--- src/rtl/uart_reg_bridge.sv ---
// UART command bridge: 'W' addr data writes a register and answers ACK/NAK,
// 'R' addr answers with the register contents; stalled commands time out silently.
module uart_reg_bridge #(
   parameter int NUM_REGS       = 16,
   parameter int TIMEOUT_CYCLES = 1_000_000
) (
   input  logic                    clk,
   input  logic                    nrst_in,
   input  logic [7:0]              rx_data_in,
   input  logic                    rx_rdy_in,
   output logic [7:0]              tx_data_out,
   output logic                    tx_rdy_out,
   input  logic                    tx_busy_in,
   input  logic                    tx_done_in,
   output logic [8*NUM_REGS-1:0]   regs_out,
   output logic                    overrun_out
);

   localparam logic [7:0] OP_WRITE = 8'h57;
   localparam logic [7:0] OP_READ  = 8'h52;
   localparam logic [7:0] RSP_ACK  = 8'h06;
   localparam logic [7:0] RSP_NAK  = 8'h15;

   localparam int             CW = $clog2(TIMEOUT_CYCLES + 1);
   localparam logic [CW-1:0]  TC = CW'(TIMEOUT_CYCLES);

   typedef enum logic [2:0] {
      IDLE,
      GET_ADDR,
      GET_DATA,
      SEND,
      WAIT_DONE
   } state_t;

   state_t                     state, state_next;
   logic [NUM_REGS-1:0][7:0]   regs;
   logic [7:0]                 addr_q;
   logic                       op_write_q;
   logic [7:0]                 resp_q, resp_d;
   logic [CW-1:0]              cnt_q;
   logic                       resp_load, op_load, addr_load, wr_en, tx_fire, cnt_clear;
   logic [7:0]                 rd_byte;
   logic                       rx_addr_ok, addr_q_ok, timeout;

   assign rx_addr_ok = ({1'b0, rx_data_in} < 9'(NUM_REGS));
   assign addr_q_ok  = ({1'b0, addr_q} < 9'(NUM_REGS));
   assign timeout    = (cnt_q == TC);
   assign regs_out   = regs;

   // Read mux on the incoming address byte, so the value is sampled the cycle it arrives.
   always_comb begin
      rd_byte = '0;
      for (int k = 0; k < NUM_REGS; k++) begin
         if (rx_data_in == 8'(k)) rd_byte = regs[k];
      end
   end

   always_ff @(posedge clk or negedge nrst_in) begin
      if (!nrst_in) state <= IDLE;
      else          state <= state_next;
   end

   // NOTE: every output of this block gets a default first, so no path can infer a latch.
   always_comb begin
      state_next = state;
      resp_load  = 1'b0;
      resp_d     = resp_q;
      op_load    = 1'b0;
      addr_load  = 1'b0;
      wr_en      = 1'b0;
      tx_fire    = 1'b0;
      cnt_clear  = 1'b1;
      unique case (state)
         IDLE: begin
            if (rx_rdy_in) begin
               if (rx_data_in == OP_WRITE || rx_data_in == OP_READ) begin
                  op_load    = 1'b1;
                  state_next = GET_ADDR;
               end else begin
                  resp_load  = 1'b1;
                  resp_d     = RSP_NAK;
                  state_next = SEND;
               end
            end
         end
         GET_ADDR: begin
            cnt_clear = 1'b0;
            if (rx_rdy_in) begin
               addr_load = 1'b1;
               if (op_write_q) begin
                  state_next = GET_DATA;
               end else begin
                  resp_load  = 1'b1;
                  resp_d     = rx_addr_ok ? rd_byte : RSP_NAK;
                  state_next = SEND;
               end
            end else if (timeout) begin
               state_next = IDLE;
            end
         end
         GET_DATA: begin
            cnt_clear = 1'b0;
            if (rx_rdy_in) begin
               wr_en      = addr_q_ok;
               resp_load  = 1'b1;
               resp_d     = addr_q_ok ? RSP_ACK : RSP_NAK;
               state_next = SEND;
            end else if (timeout) begin
               state_next = IDLE;
            end
         end
         SEND: begin
            if (!tx_busy_in) begin
               tx_fire    = 1'b1;
               state_next = WAIT_DONE;
            end
         end
         WAIT_DONE: begin
            if (tx_done_in) state_next = IDLE;
         end
         default: state_next = IDLE;
      endcase
   end

   // NOTE: the register file is reset too, because its contents are visible on regs_out.
   always_ff @(posedge clk or negedge nrst_in) begin
      if (!nrst_in) begin
         regs <= '0;
      end else begin
         for (int k = 0; k < NUM_REGS; k++) begin
            if (wr_en && addr_q == 8'(k)) regs[k] <= rx_data_in;
         end
      end
   end

   always_ff @(posedge clk or negedge nrst_in) begin
      if (!nrst_in) begin
         addr_q      <= '0;
         op_write_q  <= 1'b0;
         resp_q      <= '0;
         cnt_q       <= '0;
         tx_data_out <= '0;
         tx_rdy_out  <= 1'b0;
         overrun_out <= 1'b0;
      end else begin
         if (op_load)   op_write_q <= (rx_data_in == OP_WRITE);
         if (addr_load) addr_q     <= rx_data_in;
         if (resp_load) resp_q     <= resp_d;
         // An accepted byte restarts the gap count; the count saturates at the terminal value.
         if (cnt_clear || rx_rdy_in) cnt_q <= '0;
         else if (!timeout)          cnt_q <= cnt_q + CW'(1);
         tx_rdy_out <= tx_fire;
         if (tx_fire) tx_data_out <= resp_q;
         if (rx_rdy_in && (state == SEND || state == WAIT_DONE)) overrun_out <= 1'b1;
      end
   end

endmodule

--- config.mk ---
export PLATFORM = sky130hd
export DESIGN_NAME = uart_reg_bridge
export DESIGN_NICKNAME = d
export VERILOG_FILES = /design/src/rtl/uart_reg_bridge.sv
export SDC_FILE = /design/constraint.sdc
export NUM_CORES = 1
export LEC_CHECK = 0
export BUFFER_PORTS_ARGS = -buffer_cell sky130_fd_sc_hd__buf_2
export CORE_MARGIN = 3
export CORE_UTILIZATION = 35
export CTS_BUF_LIST = sky130_fd_sc_hd__clkbuf_4 sky130_fd_sc_hd__clkbuf_8
export DETAILED_ROUTE_END_ITERATION = 12
export GPL_TIMING_DRIVEN = 0
export HOLD_SLACK_MARGIN = 0.1
export PLACE_DENSITY_LB_ADDON = 0.12
export SYNTH_ARGS = -nofsm -noshare
export SYNTH_HDL_FRONTEND = slang
export SYNTH_SLANG_ARGS = --single-unit
--- constraint.sdc ---
create_clock -name clk -period 2.8 [get_ports clk]
set_input_delay 0.7 -clock clk [delete_from_list [all_inputs] [get_ports clk]]
set_output_delay 0.7 -clock clk [all_outputs]
set_load 0.01 [all_outputs]
==> run metrics, run 1 <==
Crit-path slowest cell=clkbuf_1; Yosys warnings=0; pwr dens=704 mW/mm^2; total CTS buffers=17; row count=56; via density per instance=5.33; worst hold slack=135 ps; sw power=2.63 mW; clock share of power=25.3%; Hold Path Class=in -> async; FFs w/ async S/R, synth=100%; syn_area_per_cell=12.0 um^2; die height=162 um; n_diodes=0; CTS tree=done; Initial DRC Count=463; drt drc=0; P_leak=5.05 nW; largest family of logic cells by synthesized area=multiplexers; final hold violations=0; initial core utilization=36.0%; # hold bufs at CTS=0; worst reg2reg path endpoint=regs_out[0]; core area=0.0237 mm^2; critical path endpoint category=register; final worst-path setup slack=86.9 ps; Die X=162 um; #FFs+latches synth=178; R2R Path Start=addr_q[6]; Buf/Inv on CP=4; nets=904; final wirelength=28400 um; WP data arrival=3120 ps; setup violators final=0; reg2reg path depth=8; Post-Synth XOR/XNOR Area=1.95%; placed wire-length estimate=20100 um; total die area=0.0262 mm^2; CP cell instances=buf_2, buf_2, clkbuf_1, clkbuf_2, o2111ai_1, a32oi_1, o221ai_1, a21oi_1; final worst-path cycle share=96.9%; Worst-path clk slew=110 ps; WP data required=3210 ps; synthesized cell area=0.00852 mm^2; fraction of layout cells with a size suffix above 1=43.8%; GR Overflow Total=0; post-synthesis mux area share=24.5%; minimum clock period=2710 ps; Peak Freq=369 MHz; Reg power frac=47.3%; Seq/Total Area, Yosys=52.3%; clock sink total=178; Max VDD drop=0.321 mV; DR pass1 iterations=5; max_slew headroom=3.42%; synth top area cells=dfrtp_1, mux2_2, mux4_2; pre-CTS WS=-866 ps; compound-gate portion of the synthesized area=7.27%; clk_lat worst skew=480 ps; Comb pwr share=27.4%; r2r setup slk=130 ps; Net Sw Frac=35.9%; CTS root buf=clkbuf_8; Final Max Slew Viols=0; post-route ant nets=0; syn nets=723; first-pass GRT wire length=42300 um; post-synth top area share=52.3%; Syn-to-layout area delta=22.2%; RSZ-0062 raised after global routing=false; most used cell, CP=buf_2; IO buf count=146; largest net degree at the start of global routing=115; Internal=4.70 mW; IO Pins=151; antenna violations before repair=0; maximum root-to-sink buffer count=2; vias in the first global route=6449; Total Routing Usage GR=21.6%; EDFF count, synth=0; CP max stage delay=480 ps; Netlist cell types=61; Crit Path Class=in -> reg; gpl congestion=0.845; H-Tree Depth=4; Vias=6508; DP Area=0.00969 mm^2; maximum fanout along the worst path=10; post-synthesis adder-cell area fraction=0.294%; Synth Flop Type=dfrtp_1; status=completed; slew of the pin with the lowest slew margin=1450 ps; Synth Area in Simple Gates=11.2%; post-synth top area cell=dfrtp_1; Final Skew=20.3 ps; Max Cap Viol=0; design area=0.0104 mm^2; WL/cell=23.3 um; CP Launch Type=primary input; delay-heaviest family, CP=buffers and inverters; Cells after Synth=708
==> how the worst max path moves through the flow <==
stage             startpoint            to  slack (ps)  depth (start not counted)
6_report       rx_data_in[0]     resp_q[1]          90                          8
2_1_floorplan  rx_data_in[0]     resp_q[1]         240                          8
3_5_place_dp   rx_data_in[1]     resp_q[0]        -870                          7
4_1_cts            addr_q[6]  regs_out[54]        -230                          6
3_3_place_gp         nrst_in  regs_out[31]       -2060                          1
5_1_grt            addr_q[6]   regs_out[0]          10                          8
==> registers in the layout, summed over array words and instances, names as in the netlist <==
signal and cells:
cnt_q 20, tx_data_out 8, regs_out 128, state 3, overrun_out 1, op_write_q 1, tx_rdy_out 1, resp_q 8
addr_q 8
==> metal layers <==
metal	track usage, %	routed length [um]
met3	4.87	1640
met4	5.16	382
met2	33.3	13000
met5	0	0
met1	31.3	13400
==> cells in the mapped netlist, types with 3 or more instances <==
library cell / count
mux2i_1: 17
dfrtp_1: 178
buf_2: 5
nand3_1: 18
nor4_1: 4
a31oi_1: 5
mux2_2: 148
nand4_1: 4
o22ai_1: 4
nand2b_1: 5
or2_2: 4
or3_1: 4
nor3b_1: 4
nand3b_1: 3
clkbuf_1: 39
nor2_2: 9
a31o_2: 3
o21ai_0: 21
mux4_2: 10
nor2b_1: 6
a21oi_1: 20
o31ai_1: 5
a211oi_1: 6
nor2_1: 56
inv_1: 9
and3_1: 4
xor2_1: 9
nand2_1: 37
nor3_1: 13
a22oi_1: 4
xnor2_1: 10
==> repair_timing <==
action / in CTS / in global routing
buffers inserted: 11 / 6
setup endpoints to repair: 125 / 108
gates cloned: 0 / 0
hold endpoints to repair: 0 / 0
pin swaps: 6 / 6
resized for setup: 14 / 15
==> power groups by stage <==
stage	Clock, mW	Combinational [mW]	Sequential, mW
after floorplan	0	1.04	3.57
after global placement	0	1.95	3.51
after detailed placement	0	1.97	3.52
after CTS	1.89	2.00	3.47
after global routing	1.99	2.19	3.54
final	1.85	2.01	3.47
==> cell usage in the layout (no fill, tap or decap), types with 9 or more instances in the layout <==
| master | count |
|---|---|
| a21oi_1 | 20 |
| buf_12 | 9 |
| buf_2 | 148 |
| buf_4 | 10 |
| clkbuf_1 | 33 |
| clkbuf_8 | 17 |
| dfrtp_1 | 178 |
| inv_1 | 9 |
| mux2_2 | 148 |
| mux2i_1 | 17 |
| mux4_2 | 10 |
| nand2_1 | 35 |
| nand3_1 | 16 |
| nor2_1 | 56 |
| nor2_4 | 9 |
| nor3_1 | 12 |
| o21ai_0 | 21 |
| xnor2_1 | 10 |
| xor2_1 | 9 |
==> worst register-to-register path, cell delays in order (launching register included) <==
cell	delay (ps)
dfrtp_1	400
or4_4	540
nor4b_4	290
nand2_2	130
or3_1	310
buf_2	200
nor3_4	180
buf_12	170
mux2_2	340
==> through the flow <==
stage | TNS (ps) | util, % | std cells | power [mW]
floorplan | 0 | - | 708 | 4.62
global placement | -385420 | 40.7 | 1173 | 5.46
detailed placement | -23790 | 40.9 | 1174 | 5.49
CTS | -8040 | 43.4 | 1217 | 7.36
global route | 0 | 44.0 | 1221 | 7.72
finish | 0 | 44.0 | 1221 | 7.33
==> kinds of logic after synthesis <==
kind of cell / Yosys count
AND/OR/NAND/NOR: 184
flip-flops: 178
multiplexers: 177
AO/OA/AOI/OAI: 93
buffers and inverters: 55
XOR/XNOR: 19
adder cells (fa/ha/maj): 2
==> cell type report <==
cell class	count	area, um^2
Sequential cell	178	4450
Tap cell	319	399
Timing Repair Buffer	164	1010
Multi-Input combinational cell	475	3930
Clock buffer	17	234
Inverter	9	33.8
Clock inverter	15	165
Buffer	44	183
Fill cell	2351	13300
Note: power is estimated with default switching activity, not from simulation.
==> run 2, diff against run 1 <==
- ABC_AREA: not set -> 1
==> run metrics, run 2 <==
Worst Setup SP=rx_data_in[1]; total CTS buffers=17 (unchanged); status=completed; n_diodes=0 (unchanged); slew of the pin with the lowest slew margin=828 ps (-618 ps); Final Skew=15.8 ps (-4.49 ps); synth top area cells=dfrtp_1, nand2_1, o21ai_0; Final Max Slew Viols=0 (unchanged); EDFF count, synth=0 (unchanged); Peak Freq=381 MHz (+3.4%); final wirelength=26300 um (-7.3%); Yosys warnings=0 (unchanged); post-CTS sizing=0 (-14); maximum root-to-sink buffer count=2 (unchanged); nets=1222 (+35%); Worst-path clk slew=100 ps (about the same); most frequent cell after synthesis=nand2_1; final worst-path cycle share=93.7% (-3.2 points); Crit Path Class=in -> reg; CP Launch Type=primary input; fraction of layout cells with a size suffix above 1=17.2% (-27 points); first-pass GRT wire length=41200 um (-2.7%); Seq/Total Area, Yosys=54.0% (+1.7 points); most used cell, CP=nand2_1; post-route ant nets=0 (unchanged); Hold Path Class=in -> async; DR pass1 iterations=5 (unchanged); placed wire-length estimate=19300 um (-3.8%); GR Overflow Total=0 (unchanged); delay-heaviest family, CP=simple AND/OR/NAND/NOR gates; post-synth top area share=54.0% (+1.7 points); CP cell instances=buf_2, inv_2, nand2_1, nor2_1, nand2_1, nand3_1, o21ai_0, nand4_1, nand2_1, nand4_1, nor3_1, nand4_1, nand2_1, nand2_1; Total Routing Usage GR=20.6% (-1.0 points); max_slew headroom=44.6% (+41 points); FFs w/ async S/R, synth=100% (unchanged); Vias=7476 (+15%); Cells after Synth=1037 (+46%); Initial DRC Count=523 (+13%); drt drc=0 (unchanged); setup violators final=0 (unchanged); Syn-to-layout area delta=19.4%; Die X=159 um (-1.6%); final worst-path setup slack=176 ps (+88.9 ps); Largest register FFs=128 (unchanged); fin cells=1533 (+26%); minimum clock period=2620 ps (-88.9 ps); syn_area_per_cell=7.95 um^2 (-34%); Netlist cell types=32 (-48%); WL/cell=17.2 um (-26%); critical path endpoint category=register; final hold violations=0 (unchanged); IO Pins=151 (unchanged); Post-CTS Setup Inserts=0 (-11); Crit-path slowest cell=nand2_1; CTS root buf=clkbuf_8; CP max stage delay=350 ps (-130 ps); via density per instance=4.88 (-8.5%); RSZ-0062 raised after global routing=false; #FFs+latches synth=178 (unchanged); row count=55 (-1.8%); # hold bufs at CTS=0 (unchanged); commonest non-fill, non-tap cell in the layout=nand2_1; Synth Flop Type=dfrtp_1; pwr dens=748 mW/mm^2 (+6.2%); syn nets=1052 (+46%); total die area=0.0254 mm^2 (-3.1%); H-Tree Depth=4 (unchanged); Max Cap Viol=0 (unchanged); clock sink total=178 (unchanged); clk_lat worst skew=470 ps (about the same); core area=0.0229 mm^2 (-3.2%); number of placed instances, taps included=1501 (+28%); WP data arrival=2990 ps (-130 ps); P_leak=4.87 nW (-3.7%); vias in the first global route=7047 (+9.3%); R2R Path Start=state[2]; largest net degree at the start of global routing=106 (-7.8%); maximum fanout along the worst path=10 (unchanged); IO buf count=150 (+2.7%); Buf/Inv on CP=2 (-2); pre-CTS WS=-236 ps (+630 ps); antenna violations before repair=3 (+3); synthesized cell area=0.00824 mm^2 (-3.2%); most frequent cells in the layout=nand2_1, dfrtp_1, o21ai_0; die height=159 um (-1.6%); CTS tree=done; Post-synth top cells=nand2_1, dfrtp_1, o21ai_0; WP data required=3170 ps (-40 ps); fill cell count=2407 (+2.4%); post-synth top area cell=dfrtp_1; initial core utilization=36.0% (about the same); gpl congestion=0.825 (-2.4%); Max VDD drop=0.431 mV (+34%)
run 2: worst paths after layout:
kind / to / slack, ps / cells past startpoint
min in group clk: tx_rdy_out / 470 / 2
min reg2reg: tx_data_out[4] / 470 / 2
max: resp_q[5] / 180 / 14
max reg2reg: regs_out[57] / 420 / 7
min: cnt_q[14] / 180 / 1
max in group asynchronous: regs_out[84] / 1690 / 2
run 2: report_power, final:
part,internal (mW),switching [mW]
clock,0.885,1.02
combinational,0.686,1.16
sequential,3.11,0.502
run 2: stage by stage:
stage | cell area [um^2] | TNS, ps | utilization (%) | power (mW) | hold WS (ps)
2_1_floorplan | 8240 | 0 | - | 4.62 | 404
3_3_place_gp | 9390 | -364160 | 41.0 | 5.50 | 449
3_5_place_dp | 9420 | -995 | 41.1 | 5.53 | 455
4_1_cts | 9840 | 0 | 43.0 | 7.44 | 184
5_1_grt | 9840 | 0 | 43.0 | 7.84 | 195
6_report | 9840 | 0 | 43.0 | 7.36 | 182
run 2: layer usage:
layer  share of wire (%)  global-route usage, %  wire length [um]
met3                 4.3                   4.21              1120
met5                0.12                      0                31
met1                  48                   29.0             12500
met2                  47                   33.3             12400
met4                 1.0                   4.02               270
run 2: cells by family after synthesis:
group                      after synthesis  synth area share [%]
AOI/OAI and AO/OA                      196                  12.2
adders and majority gates                2                 0.304
buffers and inverters                  122                  5.62
DFF                                    178                  54.0
and+or+nand+nor                        539                  27.9
run 2: final cells by class:
class / count / area (um^2) / area share [%]
sequential: 178 / 4450 / 45.3
multi-input combinational: 737 / 3330 / 33.8
timing repair buffer: 151 / 788 / 8.01
tap: 313 / 392 / 3.98
inverter: 92 / 345 / 3.51
clock buffer: 20 / 275 / 2.80
clock inverter: 12 / 145 / 1.47
buffer: 30 / 118 / 1.19
==> run 3, diff against run 2 <==
- CORE_MARGIN: 3 -> 2
- SETUP_SLACK_MARGIN: not set -> 0.1
==> run metrics, run 3 (same netlist as run 2, synthesis figures left out) <==
Internal=4.82 mW (+3.0%); post-route ant nets=0 (unchanged); Vias=7548 (+0.96%); CP Launch Type=primary input; max_slew headroom=41.6% (-3.0 points); Comb pwr share=24.6% (-0.4 points); die height=157 um (-1.3%); clock share of power=27.3% (+1.4 points); minimum clock period=2510 ps (-116 ps); Largest register FFs=128 (unchanged); core area=0.0233 mm^2 (+1.5%); Syn-to-layout area delta=20.0%; Max Cap Viol=0 (unchanged); initial core utilization=35.4% (-0.54 points); slew of the pin with the lowest slew margin=873 ps (+45.5 ps); multi-input logic area=0.00334 mm^2 (+0.30%); pwr dens=757 mW/mm^2 (+1.2%); TNS Setup=0 ps (unchanged); status=completed; placed wire-length estimate=19400 um (+0.21%); WP data required=3170 ps (about the same); largest net degree at the start of global routing=92 (-13%); # hold bufs at CTS=0 (unchanged); CTS tree=done; grt met1 use=30.2% (+1.2 points); Initial DRC Count=430 (-18%); design area=0.00989 mm^2 (+0.52%); Net Sw Frac=35.7% (-0.75 points); row count=56 (+1.8%); GR Overflow Total=0 (unchanged); commonest non-fill, non-tap cell in the layout=nand2_1; maximum root-to-sink buffer count=2 (unchanged); met2 GRT Util=34.7% (+1.4 points); reg2reg path depth=8 (+1); gr busiest metal=met2; vias in the first global route=7182 (+1.9%); setup violators final=0 (unchanged); H-Tree Depth=4 (unchanged); total die area=0.0248 mm^2 (-2.5%); final worst-path cycle share=89.6% (-4.1 points); total CTS buffers=17 (unchanged); r2r setup slk=440 ps (+20 ps); Reg power frac=48.1% (-1.0 points); final wirelength=26200 um (-0.40%); drt drc=0 (unchanged); maximum fanout along the worst path=7 (-3); IO buf count=150 (unchanged); antenna violations before repair=3 (unchanged); Peak Freq=399 MHz (+4.6%); Final Power=7.49 mW (+1.8%); CTS root buf=clkbuf_8; RSZ-0062 raised after global routing=false; Final Skew=28.9 ps (+13.0 ps); sw power=2.67 mW (-0.35%); first-pass GRT wire length=40900 um (-0.72%); Total Routing Usage GR=21.7% (+1.1 points); IO Pins=151 (unchanged); Max VDD drop=0.299 mV (-31%); DP Area=0.00943 mm^2 (about the same); clock sink total=178 (unchanged); DR pass1 iterations=5 (unchanged); Hold Path Class=in -> async; most frequent cells in the layout=nand2_1, dfrtp_1, o21ai_0; Die X=157 um (-1.3%); final hold violations=0 (unchanged); WP data arrival=2880 ps (-110 ps); clk_lat worst skew=480 ps (about the same); Crit Path Class=in -> reg; via density per instance=4.90 (+0.50%); P_leak=4.88 nW (+0.31%); fill cell count=2507 (+4.2%); Worst-path clk slew=100 ps (about the same); WL/cell=17.0 um (-0.85%); nets=1222 (unchanged); Final Max Slew Viols=0 (unchanged); fraction of layout cells with a size suffix above 1=17.5% (+0.25 points); met3 Use GR=4.35% (+0.14 points); gpl congestion=0.825 (unchanged); Seq. cell area=0.00445 mm^2 (unchanged); critical path endpoint category=register; Post-CTS Setup Inserts=0 (unchanged)
run 3: cell count changes in the layout (fill, tap and decap cells not counted), sizes merged:
cell / delta
diode: +1
buf: -1
inv: +1
bufinv: +2
clkinv: -2
run 3: through the flow:
stage	utilization (%)	setup slack, ps	hold WS, ps	std cells
6_report	42.5	292	222	1540
5_1_grt	42.5	174	256	1539
4_1_cts	42.5	304	238	1539
3_5_place_dp	40.5	-208	454	1507
3_3_place_gp	40.4	-2070	448	1506
2_1_floorplan	-	703	404	1037
run 3: area by class of cell:
type	count	share of cell area [%]
antenna	1	0.0253
clock buffer	19	2.58
multi-input combinational	737	33.7
timing repair buffer	151	7.97
inverter	92	3.49
tap	319	4.03
sequential	178	45.0
buffer	30	1.21
clock inverter	13	1.96
run 3: final timing paths:
kind	startpoint	to
max	rx_data_in[7]	resp_q[7]
min	nrst_in	cnt_q[14]
max reg2reg	state[2]	regs_out[38]
min reg2reg	tx_data_out[6]	tx_data_out[6]
max in group asynchronous	nrst_in	addr_q[4]
min in group clk	tx_busy_in	tx_rdy_out
run 3: critical path, stage by stage:
cell and delay [ps]:
buf_2 130, nor2_1 70, nand2_2 140, inv_2 120, nand2_1 140, nor2_1 120
nand2_1 80, nand3_1 90, nor2_1 170, nand3_1 140, a21oi_1 190, nand4_1 200
nor2_1 190, nand3_1 130, nand2_1 80, nand2_1 60, nand2_1 60, nand2_1 50
run 3: power by group through the flow:
stage                     clock [mW]  sequential, mW  combinational [mW]
final                           2.04            3.60                1.85
after global routing            2.20            3.68                2.10
after CTS                       2.10            3.61                1.87
after detailed placement           0            3.66                1.87
after global placement             0            3.66                1.83
after floorplan                    0            3.75               0.871
run 3: per-layer routing:
metal	vias up	share of wire, %
met5	-	0.099
met4	4	1.7
met3	33	5.4
met2	225	47
met1	3563	46
li1	3723	-
run 3: timing repair:
item | 4_1_cts | 5_1_grt
gates resized for setup | 0 | 4
endpoints found under the setup margin | 0 | 1
endpoints found under the hold margin | 0 | 0
